### config.mk
export PLATFORM = sky130hd
export DESIGN_NAME = uart_receiver
export DESIGN_NICKNAME = d
export VERILOG_FILES = /design/src/rtl/uart_receiver.sv
export SDC_FILE = /design/constraint.sdc
export NUM_CORES = 1
export LEC_CHECK = 0
export ABC_AREA = 1
export CORE_MARGIN = 8
export CORE_UTILIZATION = 30
export CTS_CLUSTER_DIAMETER = 100
export CTS_CLUSTER_SIZE = 30
export DETAILED_ROUTE_END_ITERATION = 16
export HOLD_SLACK_MARGIN = 0.15
export SKIP_CTS_REPAIR_TIMING = 1
export SLEW_MARGIN = 20
export SYNTH_ARGS = -nofsm -noshare
export SYNTH_HDL_FRONTEND = slang
export SYNTH_SLANG_ARGS = --single-unit
### constraint.sdc
create_clock -name clk -period 1.3 [get_ports clk]
set_clock_uncertainty 0.05 [all_clocks]
set_input_delay 0.13 -clock clk [delete_from_list [all_inputs] [get_ports clk]]
set_output_delay 0.13 -clock clk [all_outputs]
set_load 0.01 [all_outputs]
### src/rtl/uart_receiver.sv
// UART receive path: 2-flop synchroniser, 16x oversampled start/data/stop deframer.
// Latency: rx_data_valid rises one clk after the stop-bit sampling tick.
// No backpressure: every byte is reported once with a one-cycle pulse.
module uart_receiver #(
  parameter int OVERSAMPLE  = 16,
  parameter int SAMPLE_TICK = 7,
  parameter int DATA_BITS   = 8
) (
  input  logic                 clk,
  input  logic                 rst_n,
  input  logic                 en,
  input  logic                 sck_rising_edge,
  input  logic                 sin,
  output logic                 busy,
  output logic                 rx_data_valid,
  output logic [DATA_BITS-1:0] rx_data,
  output logic                 rx_error
);

  localparam int BCW = (DATA_BITS > 1) ? $clog2(DATA_BITS) : 1;

  // Tick indices pre-sized to the 4-bit tick counter so compares stay width-clean.
  localparam logic [3:0]     SAMPLE_T  = 4'(SAMPLE_TICK);
  localparam logic [3:0]     LAST_TICK = 4'(OVERSAMPLE - 1);
  localparam logic [BCW-1:0] LAST_BIT  = BCW'(DATA_BITS - 1);

  typedef enum logic [2:0] {
    IDLE  = 3'd0,
    START = 3'd1,
    DATA  = 3'd2,
    STOP  = 3'd3,
    BRK   = 3'd4
  } state_t;

  state_t               state;
  logic [3:0]           tick_cnt;
  logic [BCW-1:0]       bit_cnt;
  logic [DATA_BITS-1:0] shreg;
  logic                 sin_m;
  logic                 sin_s;

  // Two-flop synchroniser; idles high so reset never looks like a start bit.
  // It ignores en so the line state is already settled when the receiver is re-enabled.
  always_ff @(posedge clk or posedge rst_n) begin
    if (rst_n) begin
      sin_m <= 1'b1;
      sin_s <= 1'b1;
    end else begin
      sin_m <= sin;
      sin_s <= sin_m;
    end
  end

  // Frame FSM: advances only on enabled ticks; outputs are registered here.
  always_ff @(posedge clk or posedge rst_n) begin
    if (rst_n) begin
      state         <= IDLE;
      tick_cnt      <= '0;
      bit_cnt       <= '0;
      shreg         <= '0;
      busy          <= 1'b0;
      rx_data_valid <= 1'b0;
      rx_data       <= '0;
      rx_error      <= 1'b0;
    end else begin
      rx_data_valid <= 1'b0;
      if (!en) begin
        // Disable wins over a coincident tick; any partial frame is dropped
        // while the last reported byte and error flag are held.
        state    <= IDLE;
        tick_cnt <= '0;
        bit_cnt  <= '0;
        busy     <= 1'b0;
      end else if (sck_rising_edge) begin
        case (state)
          IDLE: begin
            if (!sin_s) begin
              state    <= START;
              tick_cnt <= '0;
              busy     <= 1'b1;
            end
          end

          START: begin
            if (tick_cnt == SAMPLE_T && sin_s) begin
              // Line went back high before mid start bit: treat as a glitch.
              state    <= IDLE;
              tick_cnt <= '0;
              busy     <= 1'b0;
            end else if (tick_cnt == LAST_TICK) begin
              state    <= DATA;
              tick_cnt <= '0;
              bit_cnt  <= '0;
            end else begin
              tick_cnt <= tick_cnt + 4'd1;
            end
          end

          DATA: begin
            // LSB arrives first, so shifting in from the top leaves bit i at position i.
            if (tick_cnt == SAMPLE_T) begin
              shreg <= {sin_s, shreg[DATA_BITS-1:1]};
            end
            if (tick_cnt == LAST_TICK) begin
              tick_cnt <= '0;
              if (bit_cnt == LAST_BIT) begin
                state <= STOP;
              end else begin
                bit_cnt <= bit_cnt + 1'b1;
              end
            end else begin
              tick_cnt <= tick_cnt + 4'd1;
            end
          end

          STOP: begin
            if (tick_cnt == SAMPLE_T) begin
              // Leave mid stop bit so a back-to-back start edge is not missed.
              rx_data       <= shreg;
              rx_error      <= ~sin_s;
              rx_data_valid <= 1'b1;
              tick_cnt      <= '0;
              bit_cnt       <= '0;
              if (sin_s) begin
                state <= IDLE;
                busy  <= 1'b0;
              end else begin
                state <= BRK;
              end
            end else begin
              tick_cnt <= tick_cnt + 4'd1;
            end
          end

          BRK: begin
            // A held-low line must return high before a new start can be seen.
            if (sin_s) begin
              state <= IDLE;
              busy  <= 1'b0;
            end
          end

          default: begin
            state    <= IDLE;
            tick_cnt <= '0;
            bit_cnt  <= '0;
            busy     <= 1'b0;
          end
        endcase
      end
    end
  end

endmodule

## Word-level counts from Yosys, hierarchy flattened

Index checks and enable logic that the tools add are counted.

| storage, ports and cells | value |
|---|---|
| memory bits (writable) | 0 |
| latch bits | 0 |
| ROM bits | 0 |
| register bits | 31 |
| memories | 0 |

| cells by class | value |
|---|---|
| add/subtract/negate cells | 2 |
| equal/unequal tests | 21 |
| shifts and indexed selects | 0 |
| $mul | 0 |
| div/mod/pow operators | 0 |
| reduce and logical (&&, ||, !) cells | 9 |
| order comparisons | 0 |
| bitwise operators | 1 |
| multiplexer cells | 37 |

Operator list:

| cell | count |
|---|---|
| 3-bit 2-to-1 mux | 17 |
| 3-bit inequality test, second input constant | 9 |
| 4-bit 2-to-1 mux | 6 |
| 4-bit one-hot mux with 5 select lines | 1 |
| 3-bit one-hot mux with 5 select lines | 1 |
| 7-bit AND reduction | 2 |
| 3-bit one-hot mux with 4 select lines | 1 |
| 1-bit 2-to-1 mux | 10 |
| 4-bit AND reduction | 2 |
| 3-bit by 2-bit == test with 1-bit output, second input constant | 2 |
| 3-bit == test, second input constant | 2 |
| 2-bit inequality test, second input constant | 3 |
| 1-bit one-hot mux with 5 select lines | 1 |
| 5-bit AND reduction | 1 |
| 4-bit by 1-bit adder with 4-bit output, second input constant | 1 |
| 4-bit by 3-bit == test with 1-bit output, second input constant | 1 |
| 4-bit == test, second input constant | 1 |
| 4-bit inequality test, second input constant | 1 |
| 3-bit by 1-bit adder with 3-bit output, second input constant | 1 |
| 3-bit by 1-bit == test with 1-bit output, second input constant | 1 |
| 3-bit zero test | 1 |
| 3-bit AND reduction | 1 |
| 2-bit by 1-bit inequality test with 1-bit output, second input constant | 1 |
| 2-bit OR reduction | 1 |
| other kinds (2) | 2 |

## Logic depth before layout (Yosys ltp)

| logic depth | value |
|---|---|
| depth after elaboration | 6 |
| depth in mapped cells | 9 |
| mapped depth without buffers | 9 |

## Least setup slack after synthesis

OpenSTA, ideal clock, no wires.

| timing path | value |
|---|---|
| path kind | register to register |
| start point | reg tick_cnt[0] |
| end point | reg state[1] |
| library setup time | 117 ps |
| slack | -135 ps |
| clock period less this slack | 1435 ps |
| arrival time | 1268 ps |
| stages on the path, launching flop included | 9 |
| cells stage by stage | dfrtp_1 -> ha_1 -> nand2_1 -> nor2_4 -> nor2_2 -> nor2_4 -> nand3_2 -> nand2_1 -> nand2_1 |

| between the ends | value |
|---|---|
| cells in the longest elaborated chain, start to end | 6 |
| elaborated cells between the ends (all ways) | 11 |
| classes of those cells | eq/ne: 5; mux: 4; reduce/logical: 2 |

RTL lines:

| what | line | source |
|---|---|---|
| start, declared | 36 | `logic [3:0] tick_cnt;` |
| start signal, assigned | 95 | `tick_cnt <= tick_cnt + 4'd1;` |
| start signal, assigned | 112 | `tick_cnt <= tick_cnt + 4'd1;` |
| start signal, assigned | 131 | `tick_cnt <= tick_cnt + 4'd1;` |
| 4-bit by 3-bit == test with 1-bit output | 85, 117 |  |
| 1-bit logical AND | 85 | `if (tick_cnt == SAMPLE_T && sin_s) begin` |
| 3-bit 2-to-1 mux | 85 |  |
| 3-bit one-hot mux with 5 select lines | 75 | `case (state)` |
| 3-bit 2-to-1 mux | 74 | `end else if (sck_rising_edge) begin` |
| 3-bit 2-to-1 mux | 67 | `if (!en) begin` |
| end signal, assigned | 70 | `state <= IDLE;` |
| end signal, assigned | 78 | `state <= START;` |
| end signal, assigned | 87 | `state <= IDLE;` |
| end, declared | 35 | `state_t state;` |

Parallel ways exist; a longest one is shown, timed or not. The select of a mux whose other input is x is not followed.
A chain may end at the register's enable or synchronous reset.

## Worst setup path in the final report

| timing path | value |
|---|---|
| start point | reg tick_cnt[0] |
| end point | reg shreg[4] |

| between the ends | value |
|---|---|
| cells in the longest elaborated chain, start to end | 2 |

RTL lines:

| what | line | source |
|---|---|---|
| 4-bit by 3-bit == test with 1-bit output | 101 | `if (tick_cnt == SAMPLE_T) begin` |
| 4-bit AND reduction (no line) | - |  |
| end signal, assigned | 102 | `shreg <= {sin_s, shreg[DATA_BITS-1:1]};` |
| end, declared | 38 | `logic [DATA_BITS-1:0] shreg;` |

Every way passes these cells.

==> results.toml <==
[grt]
antenna_found_initial = 0
grt_overflow = 0
grt_pass1_wl_um = 6240
grt_max_degree = 32
grt_pass1_vias = 1410
grt_usage_pct = 9.31

[sta]
relSlewSlack_pct = 77.8
fin_crit_sh_pct = 117
rsz0062_at_grt = "yes"
finalWorstSetupSlack_ns = -0.227
fmax_ghz = 0.655
fin_crit_ns = 1.53
timing.final.hold_violations = 0
setup_viol = 29
drv_slew = 0
tightest_slew_ns = 0.333

[outcome]
status = "finished, violations left"
violations = "setup timing"

[yosys]
postSynthAreaPerCell_um2 = 8.65
synth.area.top_cells = "dfrtp_1 44%, nand2_1 12%, o21ai_2 8.4%"
syn_nets = 200
yosysTopAreaCellShare_pct = 43.7
netlist.top_cell.by_area = "dfrtp_1"
yosysUniqueCellTypes = 23
syn_area_mm2 = 0.00166
yosysWarnings = 0
async_reset_ff_share_pct = 100
ys_ff_latch = 31
yosysMostFrequentCell = "nand2_1"
yosys_most_used_dff = "dfrtp_1"
synth_seq_area_share_pct = 46.8
synth_edf_count = 0
synthCells = 192
synth_common_cells = "52 x nand2_1, 29 x dfrtp_1, 19 x nor2_1, 17 x inv_1, 16 x o21ai_2"

[power]
vdd_ir_drop_max_mv = 0.473
leakage_nw = 1.34
power.density_mw_per_mm2 = 1100

[clocking]
clockBufferDepth = 2
clkSinkCount = 31
cts_made_buffers = 5
worstSkewPairLatency_ns = 0.28
root_buffer = "clkbuf_8"
cts_tree = "done"
clk_pin_slew_ns = 0.07
h-tree-depth = 2

[cells_and_area]
area_growth_pct = 51.9
layout.nets = 256
finalInstanceArea_mm2 = 0.00252
nFillCells = 525
drive_gt1_share_pct = 46.6
antenna-diode-count = 0

[worst_setup_path]
crit_path_start_kind = "flip-flop"
reg2regPathDepth = 7
critPathCaptureType = "flip-flop"
r2r_end = "shreg[4]"
critPathArrivalTime_ns = 1.64
cp.required_ns = 1.42
worst-path-max-fanout = 8
timing.rr.start = "tick_cnt[0]"
r2r_slack_ns = -0.23
worst-setup-path-type = "flip-flop to flip-flop"

[drt]
vias = 1429
ant_nets = 0
drtIter0Drc = 82
avgRoutedWirePerCell_um = 12.2
drc = 0
viasPerCell = 4.45
dr.pass1.iters = 4
wl_um = 3930

[flow_run]
cap_violations = 0

[die]
initial_core_util_pct = 30.5
die_h_um = 90.4
row_count = 27
core_area_mm2 = 0.00544
dieArea_mm2 = 0.00818
die_width_um = 90.4
io_pins = 16

[place]
place_ws_ns = -0.316
place_congestion = 0.921
place_area_mm2 = 0.00213
post-dp-hpwl_um = 2660
portBuffers = 15

[hold_path]
hold_class = "input port to async pin"
## through the flow
stage | std cells | setup TNS [ns] | util (%) | power, W | hold slack (ns)
global placement | 302 | -7.27 | 39.1 | 0.00194 | 0.296
finish | 321 | -5.42 | 46.4 | 0.00278 | 0.136
floorplan | 192 | -1.12 | - | 0.00160 | 0.0845
global route | 321 | -7.61 | 46.4 | 0.00297 | 0.165
CTS | 310 | -6.47 | 40.8 | 0.00273 | 0.136
detailed placement | 302 | -7.66 | 39.1 | 0.00194 | 0.300
## worst max-delay path by stage
| stage | startpoint | endpoint | slack, ns | cells past startpoint |
|---|---|---|---|---|
| after global routing | tick_cnt[0] | state[1] | -0.30 | 8 |
| after detailed placement | en | tick_cnt[2] | -0.32 | 8 |
| final | tick_cnt[0] | shreg[4] | -0.23 | 7 |
| after global placement | en | tick_cnt[2] | -0.30 | 8 |
| after floorplan | tick_cnt[0] | rx_data[5] | -0.09 | 7 |
| after CTS | tick_cnt[1] | rx_data[3] | -0.24 | 6 |
## cells in the final DEF (no fill, tap or decap), types with 3 or more instances in the layout
cell type,count
a21oi_1,5
o21ai_0,3
nand2_2,12
clkdlybuf4s50_1,4
nor2_1,15
buf_4,29
nand3_4,5
dlymetal6s2s_1,11
nand3_1,13
nor2_4,7
nand3b_1,3
clkbuf_8,6
nand2_4,11
inv_2,6
o21ai_2,16
dfrtp_1,29
nor2_2,6
buf_12,3
nand2_1,31
inv_1,14
## worst max-delay path, cell delays in order (launching register included)
cell     delay [ns]
dfrtp_1        0.40
ha_4           0.20
nand2_4        0.06
nor2_4         0.22
buf_4          0.18
nand3_4        0.13
nand2_1        0.12
o21ai_2        0.05
## power breakdown
part	total [W]	leakage, nW	switching (W)	internal (W)
clock	0.000773	0.0482	0.000346	0.000426
combinational	0.000908	0.873	0.000515	0.000393
sequential	0.00110	0.423	0.0000694	0.00103
## sequential cells by signal, summed over array words and instances, names as in the netlist
signal,count
sin_s,1
sin_m,1
rx_data,8
state,3
rx_data_valid,1
busy,1
tick_cnt,4
shreg,8
bit_cnt,3
rx_error,1
## final cells by class
type / count / area, µm² / area share, %
Clock inverter: 1 / 5.00 / 0.198
Inverter: 22 / 90.1 / 3.57
Timing Repair Buffer: 50 / 503 / 19.9
Sequential cell: 31 / 778 / 30.8
Multi-Input combinational cell: 138 / 971 / 38.5
Clock buffer: 7 / 86.3 / 3.42
Tap cell: 72 / 90.1 / 3.57
## cell families after synthesis
| family | count (synthesis) | synth area share [%] |
|---|---|---|
| compound gates | 26 | 11.7 |
| fa+ha+maj | 3 | 2.26 |
| buf+inv | 24 | 6.33 |
| flops | 31 | 46.8 |
| simple gates | 108 | 32.9 |
## per-layer routing
layer  global-route usage (%)  share of wire, %  up-vias
met2                     14.6                51       21
li1                         -                 -      731
met4                     5.41               2.0        0
met5                        0                 0        -
met3                     2.49               2.5        7
met1                     11.2                45      670
(Power assumes the default switching activity.)
